===== config.mk =====
export PLATFORM = sky130hd
export DESIGN_NAME = fractal_engine
export DESIGN_NICKNAME = d
export VERILOG_FILES = /design/src/rtl/fractal_engine.sv
export SDC_FILE = /design/constraint.sdc
export NUM_CORES = 2
export LEC_CHECK = 0
export CAP_MARGIN = 20
export CORE_MARGIN = 4
export CORE_UTILIZATION = 59
export CTS_CLUSTER_SIZE = 16
export DETAILED_ROUTE_END_ITERATION = 8
export PLACE_DENSITY = 0.89
export SYNTH_ARGS = -nofsm -noshare
export SYNTH_HDL_FRONTEND = slang
export SYNTH_SLANG_ARGS = --single-unit
export TNS_END_PERCENT = 100

===== constraint.sdc =====
create_clock -name clk -period 6.2 [get_ports clk]
set_input_delay 1.86 -clock clk [delete_from_list [all_inputs] [get_ports clk]]
set_output_delay 1.86 -clock clk [all_outputs]
set_load 0.1 [all_outputs]

===== src/rtl/fractal_engine.sv =====
// Escape-time fractal engine: iterates z <= z^2 + c (Mandelbrot or Julia) for
// one pixel at a time and reports the iteration count, escape flag and tag.
// Ports:
//   clk, rst_n             clock, asynchronous active-low reset
//   enable                 0 freezes every register and blocks both handshakes
//   in_valid/in_ready      pixel request handshake (ready only while idle)
//   pixel_x/pixel_y/in_tag pixel coordinates and opaque tag
//   julia_mode, center_*, julia_c*, zoom, max_iter   view settings, sampled at accept
//   out_valid/out_ready    result handshake; result held under backpressure
//   iter_count/escaped/out_tag                       result payload
module fractal_engine #(
  parameter int unsigned COORD_WIDTH = 16,
  parameter int unsigned FRAC_BITS   = 12,
  parameter int unsigned ITER_WIDTH  = 8,
  parameter int unsigned PIX_WIDTH   = 10,
  parameter int unsigned TAG_WIDTH   = 4,
  parameter int unsigned X_HALF      = 320,
  parameter int unsigned Y_HALF      = 240,
  parameter int unsigned STEP_BASE   = 32
) (
  input  logic                          clk,
  input  logic                          rst_n,
  input  logic                          enable,
  input  logic                          in_valid,
  output logic                          in_ready,
  input  logic [PIX_WIDTH-1:0]          pixel_x,
  input  logic [PIX_WIDTH-1:0]          pixel_y,
  input  logic [TAG_WIDTH-1:0]          in_tag,
  input  logic                          julia_mode,
  input  logic signed [COORD_WIDTH-1:0] center_x,
  input  logic signed [COORD_WIDTH-1:0] center_y,
  input  logic signed [COORD_WIDTH-1:0] julia_cr,
  input  logic signed [COORD_WIDTH-1:0] julia_ci,
  input  logic [4:0]                    zoom,
  input  logic [ITER_WIDTH-1:0]         max_iter,
  output logic                          out_valid,
  input  logic                          out_ready,
  output logic [ITER_WIDTH-1:0]         iter_count,
  output logic                          escaped,
  output logic [TAG_WIDTH-1:0]          out_tag
);

  localparam int unsigned CW  = COORD_WIDTH;
  localparam int unsigned PW2 = 2 * COORD_WIDTH;
  localparam int unsigned OW  = PIX_WIDTH + 1;
  // Wide working width: holds products, their sums and the pixel mapping without overflow.
  localparam int unsigned WW  = 2 * COORD_WIDTH + PIX_WIDTH + 8;

  localparam logic signed [WW-1:0] SMAX   = {{(WW-CW+1){1'b0}}, {(CW-1){1'b1}}};
  localparam logic signed [WW-1:0] SMIN   = {{(WW-CW+1){1'b1}}, {(CW-1){1'b0}}};
  localparam logic signed [WW-1:0] ESC_TH = WW'(4 << FRAC_BITS);
  localparam logic signed [WW-1:0] STEP_W = WW'(STEP_BASE);
  localparam logic signed [OW-1:0] XH     = OW'(X_HALF);
  localparam logic signed [OW-1:0] YH     = OW'(Y_HALF);

  typedef enum logic [2:0] {IDLE, LOAD, MUL, UPD, DONE} state_e;

  state_e state_q, state_d;

  logic [PIX_WIDTH-1:0]   pix_x_q, pix_x_d, pix_y_q, pix_y_d;
  logic [TAG_WIDTH-1:0]   tag_q, tag_d;
  logic                   julia_q, julia_d;
  logic signed [CW-1:0]   cx_q, cx_d, cy_q, cy_d, jcr_q, jcr_d, jci_q, jci_d;
  logic [4:0]             zoom_q, zoom_d;
  logic [ITER_WIDTH-1:0]  max_q, max_d, iter_q, iter_d;
  logic signed [CW-1:0]   zr_q, zr_d, zi_q, zi_d, cr_q, cr_d, ci_q, ci_d;
  logic signed [PW2-1:0]  zr2_q, zr2_d, zi2_q, zi2_d, zrzi_q, zrzi_d;
  logic                   out_valid_q, out_valid_d, escaped_q, escaped_d;
  logic [ITER_WIDTH-1:0]  iter_count_q, iter_count_d;
  logic [TAG_WIDTH-1:0]   out_tag_q, out_tag_d;

  logic [4:0]             shamt;
  logic signed [OW-1:0]   off_x, off_y;
  logic signed [CW-1:0]   map_x, map_y, nzr, nzi;
  logic signed [WW-1:0]   mag;

  // Clamp a wide signed value into the coordinate range.
  function automatic logic signed [CW-1:0] sat(input logic signed [WW-1:0] v);
    if (v > SMAX)      return SMAX[CW-1:0];
    else if (v < SMIN) return SMIN[CW-1:0];
    else               return CW'(v);
  endfunction

  // Pixel-to-plane mapping, magnitude and next z from the registered operands.
  always_comb begin
    shamt = (zoom_q > 5'(CW-1)) ? 5'(CW-1) : zoom_q;
    off_x = $signed({1'b0, pix_x_q}) - XH;
    off_y = $signed({1'b0, pix_y_q}) - YH;
    map_x = sat(WW'(cx_q) + ((WW'(off_x) * STEP_W) >>> shamt));
    map_y = sat(WW'(cy_q) + ((WW'(off_y) * STEP_W) >>> shamt));
    mag   = (WW'(zr2_q) + WW'(zi2_q)) >>> FRAC_BITS;
    nzr   = sat(((WW'(zr2_q) - WW'(zi2_q)) >>> FRAC_BITS) + WW'(cr_q));
    nzi   = sat(((WW'(zrzi_q) <<< 1) >>> FRAC_BITS) + WW'(ci_q));
  end

  // Next-state and datapath control.
  always_comb begin
    state_d      = state_q;
    pix_x_d      = pix_x_q;
    pix_y_d      = pix_y_q;
    tag_d        = tag_q;
    julia_d      = julia_q;
    cx_d         = cx_q;
    cy_d         = cy_q;
    jcr_d        = jcr_q;
    jci_d        = jci_q;
    zoom_d       = zoom_q;
    max_d        = max_q;
    iter_d       = iter_q;
    zr_d         = zr_q;
    zi_d         = zi_q;
    cr_d         = cr_q;
    ci_d         = ci_q;
    zr2_d        = zr2_q;
    zi2_d        = zi2_q;
    zrzi_d       = zrzi_q;
    out_valid_d  = out_valid_q;
    escaped_d    = escaped_q;
    iter_count_d = iter_count_q;
    out_tag_d    = out_tag_q;
    case (state_q)
      IDLE: begin
        if (in_valid) begin
          pix_x_d = pixel_x;
          pix_y_d = pixel_y;
          tag_d   = in_tag;
          julia_d = julia_mode;
          cx_d    = center_x;
          cy_d    = center_y;
          jcr_d   = julia_cr;
          jci_d   = julia_ci;
          zoom_d  = zoom;
          max_d   = max_iter;
          state_d = LOAD;
        end
      end
      LOAD: begin
        if (julia_q) begin
          zr_d = map_x;
          zi_d = map_y;
          cr_d = jcr_q;
          ci_d = jci_q;
        end else begin
          zr_d = '0;
          zi_d = '0;
          cr_d = map_x;
          ci_d = map_y;
        end
        iter_d  = '0;
        state_d = MUL;
      end
      MUL: begin
        zr2_d   = PW2'(zr_q) * PW2'(zr_q);
        zi2_d   = PW2'(zi_q) * PW2'(zi_q);
        zrzi_d  = PW2'(zr_q) * PW2'(zi_q);
        state_d = UPD;
      end
      UPD: begin
        // Limit check precedes the increment, so the counter never wraps.
        if (mag > ESC_TH || iter_q == max_q) begin
          escaped_d    = (mag > ESC_TH);
          iter_count_d = iter_q;
          out_tag_d    = tag_q;
          out_valid_d  = 1'b1;
          state_d      = DONE;
        end else begin
          zr_d    = nzr;
          zi_d    = nzi;
          iter_d  = iter_q + ITER_WIDTH'(1);
          state_d = MUL;
        end
      end
      DONE: begin
        if (out_ready) begin
          out_valid_d = 1'b0;
          state_d     = IDLE;
        end
      end
      default: state_d = IDLE;
    endcase
  end

  // State register; enable low freezes everything.
  always_ff @(posedge clk or negedge rst_n) begin
    if (!rst_n) begin
      state_q      <= IDLE;
      pix_x_q      <= '0;
      pix_y_q      <= '0;
      tag_q        <= '0;
      julia_q      <= 1'b0;
      cx_q         <= '0;
      cy_q         <= '0;
      jcr_q        <= '0;
      jci_q        <= '0;
      zoom_q       <= '0;
      max_q        <= '0;
      iter_q       <= '0;
      zr_q         <= '0;
      zi_q         <= '0;
      cr_q         <= '0;
      ci_q         <= '0;
      zr2_q        <= '0;
      zi2_q        <= '0;
      zrzi_q       <= '0;
      out_valid_q  <= 1'b0;
      escaped_q    <= 1'b0;
      iter_count_q <= '0;
      out_tag_q    <= '0;
    end else if (enable) begin
      state_q      <= state_d;
      pix_x_q      <= pix_x_d;
      pix_y_q      <= pix_y_d;
      tag_q        <= tag_d;
      julia_q      <= julia_d;
      cx_q         <= cx_d;
      cy_q         <= cy_d;
      jcr_q        <= jcr_d;
      jci_q        <= jci_d;
      zoom_q       <= zoom_d;
      max_q        <= max_d;
      iter_q       <= iter_d;
      zr_q         <= zr_d;
      zi_q         <= zi_d;
      cr_q         <= cr_d;
      ci_q         <= ci_d;
      zr2_q        <= zr2_d;
      zi2_q        <= zi2_d;
      zrzi_q       <= zrzi_d;
      out_valid_q  <= out_valid_d;
      escaped_q    <= escaped_d;
      iter_count_q <= iter_count_d;
      out_tag_q    <= out_tag_d;
    end
  end

  // Ready is held low through reset and whenever the engine is frozen.
  assign in_ready   = rst_n && enable && (state_q == IDLE);
  assign out_valid  = out_valid_q;
  assign escaped    = escaped_q;
  assign iter_count = iter_count_q;
  assign out_tag    = out_tag_q;

endmodule


==> out/results.tsv <==
stage	metric	value	unit
status	status	finished, violations left	
status	violations	DRC, setup timing	
global_routing	grt_pass1_wl	228	mm
drt	firstDrtPassIters	9	
setup_path	rr_startpoint	zi_q[15]	
run	drv_cap	0	
place	place_congestion	0.969	
floorplan	die_height	287	µm
sta	tightest_slew	1.02	ns
drt	drt-initial-drc-count	5504	
yosys	async_reset_ff_share	100	%
setup_path	critPathArrivalTime	7.21	ns
sta	fin_crit	6.79	ns
global_routing	grt_overflow	0	
global_routing	track_usage	35.0	%
yosys	synthCells	5024	
floorplan	core_area	77500	µm²
setup_path	crit_type	reg2reg	
final_layout	drive_gt1_share	22.2	%
sta	whs	0.475	ns
floorplan	io_pins	122	
clock_network	clkTransAtPathRegs	0.06	ns
min_path	min-delay-start	zr2_q[0]	
sta	setup_tns	-12.51	ns
setup_path	r2r_setup_slack	-0.59	ns
yosys	syn-cell-area	46100	µm²
place	dp_hpwl	111	mm
clock_network	clock-sinks	274	
global_routing	grt_max_degree	80	
setup_path	cp-startpoint	zi_q[15]	
setup_path	start_kind	flip-flop	
drt	avgRoutedWirePerCell	24.7	µm
drt	final_antenna_net_count	0	
setup_path	required	6.62	ns
final_layout	area_growth	22.2	%
yosys	synth.yosys.seq_area_share	14.9	%
floorplan	placementRows	102	
setup_path	endpoint_kind	flip-flop	
clock_network	cts_hold_buf	0	
yosys	synth.net_count	6267	
sta	setup_violations	56	
final_layout	final_cell_mix	860 x inv_1, 713 x fa_1, 514 x buf_4, 512 x nand2_1, 340 x ha_1	
final_layout	nets	6839	
sta	skew	0.0710	ns
clock_network	cts_tree	done	
yosys	ys_ff_latch	274	
drt	maxUsedRoutingLayer	met4	
place	port_buffers	121	
drt	met1_length	52.9	mm
setup_path	critPathMaxFanout	7	
drt	num_vias	42700	
yosys	synthFlopType	dfrtp_1	
sta	fmax	147	MHz
clock_network	cts_buffer_depth	3	
sta	slew_headroom	32.0	%
min_path	hold_class	reg2reg	
drt	viasPerCell	6.41	
sta	rsz0062_at_grt	yes	
clock_network	worstSkewPairLatency	0.63	ns
drt	wl_met2	75.6	mm
floorplan	die_area	82600	µm²
clock_network	numCtsBuffers	34	
drt	route.met3.wl	18.5	mm
floorplan	start_util	59.5	%
sta	report.final.slew_viol_count	0	
final_layout	final_common_cell	inv_1	
sta	setup_ws	-0.593	ns
yosys	avgSynthCellArea	9.17	µm²
yosys	synth_edf_count	0	
final_layout	multi_input_area	36900	µm²
global_routing	antenna_found_initial	6	
floorplan	chipWidth	287	µm
final_layout	regArea	6880	µm²
drt	drt-total-wl	165	mm
sta	period_share	110	%
sta	finalHoldViolations	0	
yosys	netlist-cell-type-count	83	
final_layout	fill_cells	4517	
global_routing	grt_pass1_vias	43200	
clock_network	cts-root-buf	clkbuf_16	
yosys	yosys_warnings	0	
drt	drc	26	
clock_network	htreeDepth	2	
flip-flops by register name (all words and copies together), names as in the netlist, 8 cells and up:
name,count
pix_x_q,10
ci_q,16
iter_count,8
zrzi_q,21
jci_q,16
zr2_q,31
pix_y_q,10
zr_q,16
cy_q,16
zi_q,16
jcr_q,16
max_q,8
zi2_q,31
cr_q,16
cx_q,16
iter_q,8
synthesized netlist by cell type, types with 50 or more instances:
master    count  area share [%]
nor3_1       50            0.54
mux2_2      140             3.4
clkbuf_1    190             1.5
xor2_1       59             1.1
dfrtp_1     274              15
xnor2_1     123             2.3
nor2_1      247             2.0
nand2_1     541             4.4
a21oi_1     195             2.1
a21o_1       79             1.3
ha_1        385              10
and2_1      190             2.6
o21ai_0     232             2.5
inv_1       916             7.5
fa_1        751              33
mux2i_1      53             1.2
kinds of logic (layout without fill, tap and decap cells):
kind of cell / after synthesis / in the layout / share of synthesized area, %
simple gates: 1281 / 1281 / 13.0
fa+ha+maj: 1136 / 1136 / 43.1
buf+inv: 1132 / 1728 / 9.28
compound gates: 824 / 824 / 11.6
flops: 274 / 274 / 14.9
mux: 195 / 195 / 4.62
xor+xnor: 182 / 182 / 3.46
other cells: 0 / 5 / 0
worst max-delay path, cell delays in order, from the launching register on:
cell      delay [ns]
dfrtp_2         0.44
buf_4           0.19
nand2b_1        0.29
fa_1            0.63
fa_1            0.56
inv_1           0.06
fa_1            0.55
inv_1           0.07
fa_1            0.50
fa_1            0.57
inv_1           0.07
fa_1            0.62
ha_4            0.25
a21oi_1         0.17
o21ai_2         0.09
a221o_1         0.42
o21ai_2         0.24
a311oi_2        0.17
a211o_1         0.31
a21oi_2         0.18
xor2_1          0.17
o21ai_1         0.07
per-layer routing:
layer	GRT usage [%]	vias to the layer above
met5	0	-
met4	22.6	0
met3	6.62	1478
met2	58.4	3538
met1	41.5	20400
li1	-	17300
area by class of cell:
cell class / instances / share of cell area, %
antenna: 5 / 0.0222
timing repair buffer: 745 / 11.8
multi-input combinational: 3618 / 65.5
clock inverter: 17 / 0.316
inverter: 923 / 6.21
tap: 1040 / 2.31
clock buffer: 43 / 1.66
sequential: 274 / 12.2
path summary, 6_finish.rpt:
path | endpoint | depth (start not counted)
worst max-delay path | zi2_q[30] | 21
worst min-delay path | zr2_q[0] | 2
worst max register to register | zi2_q[30] | 21
worst min register to register | zr2_q[0] | 2
max in group asynchronous | zr_q[8] | 3
min in group asynchronous | pix_y_q[8] | 1
repair_timing:
| action | in CTS | in global routing |
|---|---|---|
| gates cloned | 1 | 5 |
| pin swaps | 158 | 171 |
| gates resized for setup | 238 | 377 |
| setup buffers | 59 | 71 |
| setup endpoints to repair | 84 | 101 |
per-stage QoR:
step	area (µm²)	util [%]	worst slack [ns]	cells
floorplan	46200	-	0.00168	5024
finish	56300	72.7	-0.593	6665
global route	56300	72.6	-0.730	6660
detailed placement	51800	66.8	-0.396	6470
CTS	54400	70.2	-0.0616	6589
global placement	51800	66.8	-0.206	6469
Power is left out: the tool's default activity adds up to more than one toggle a clock period on the data nets, which glitch-free logic cannot reach.
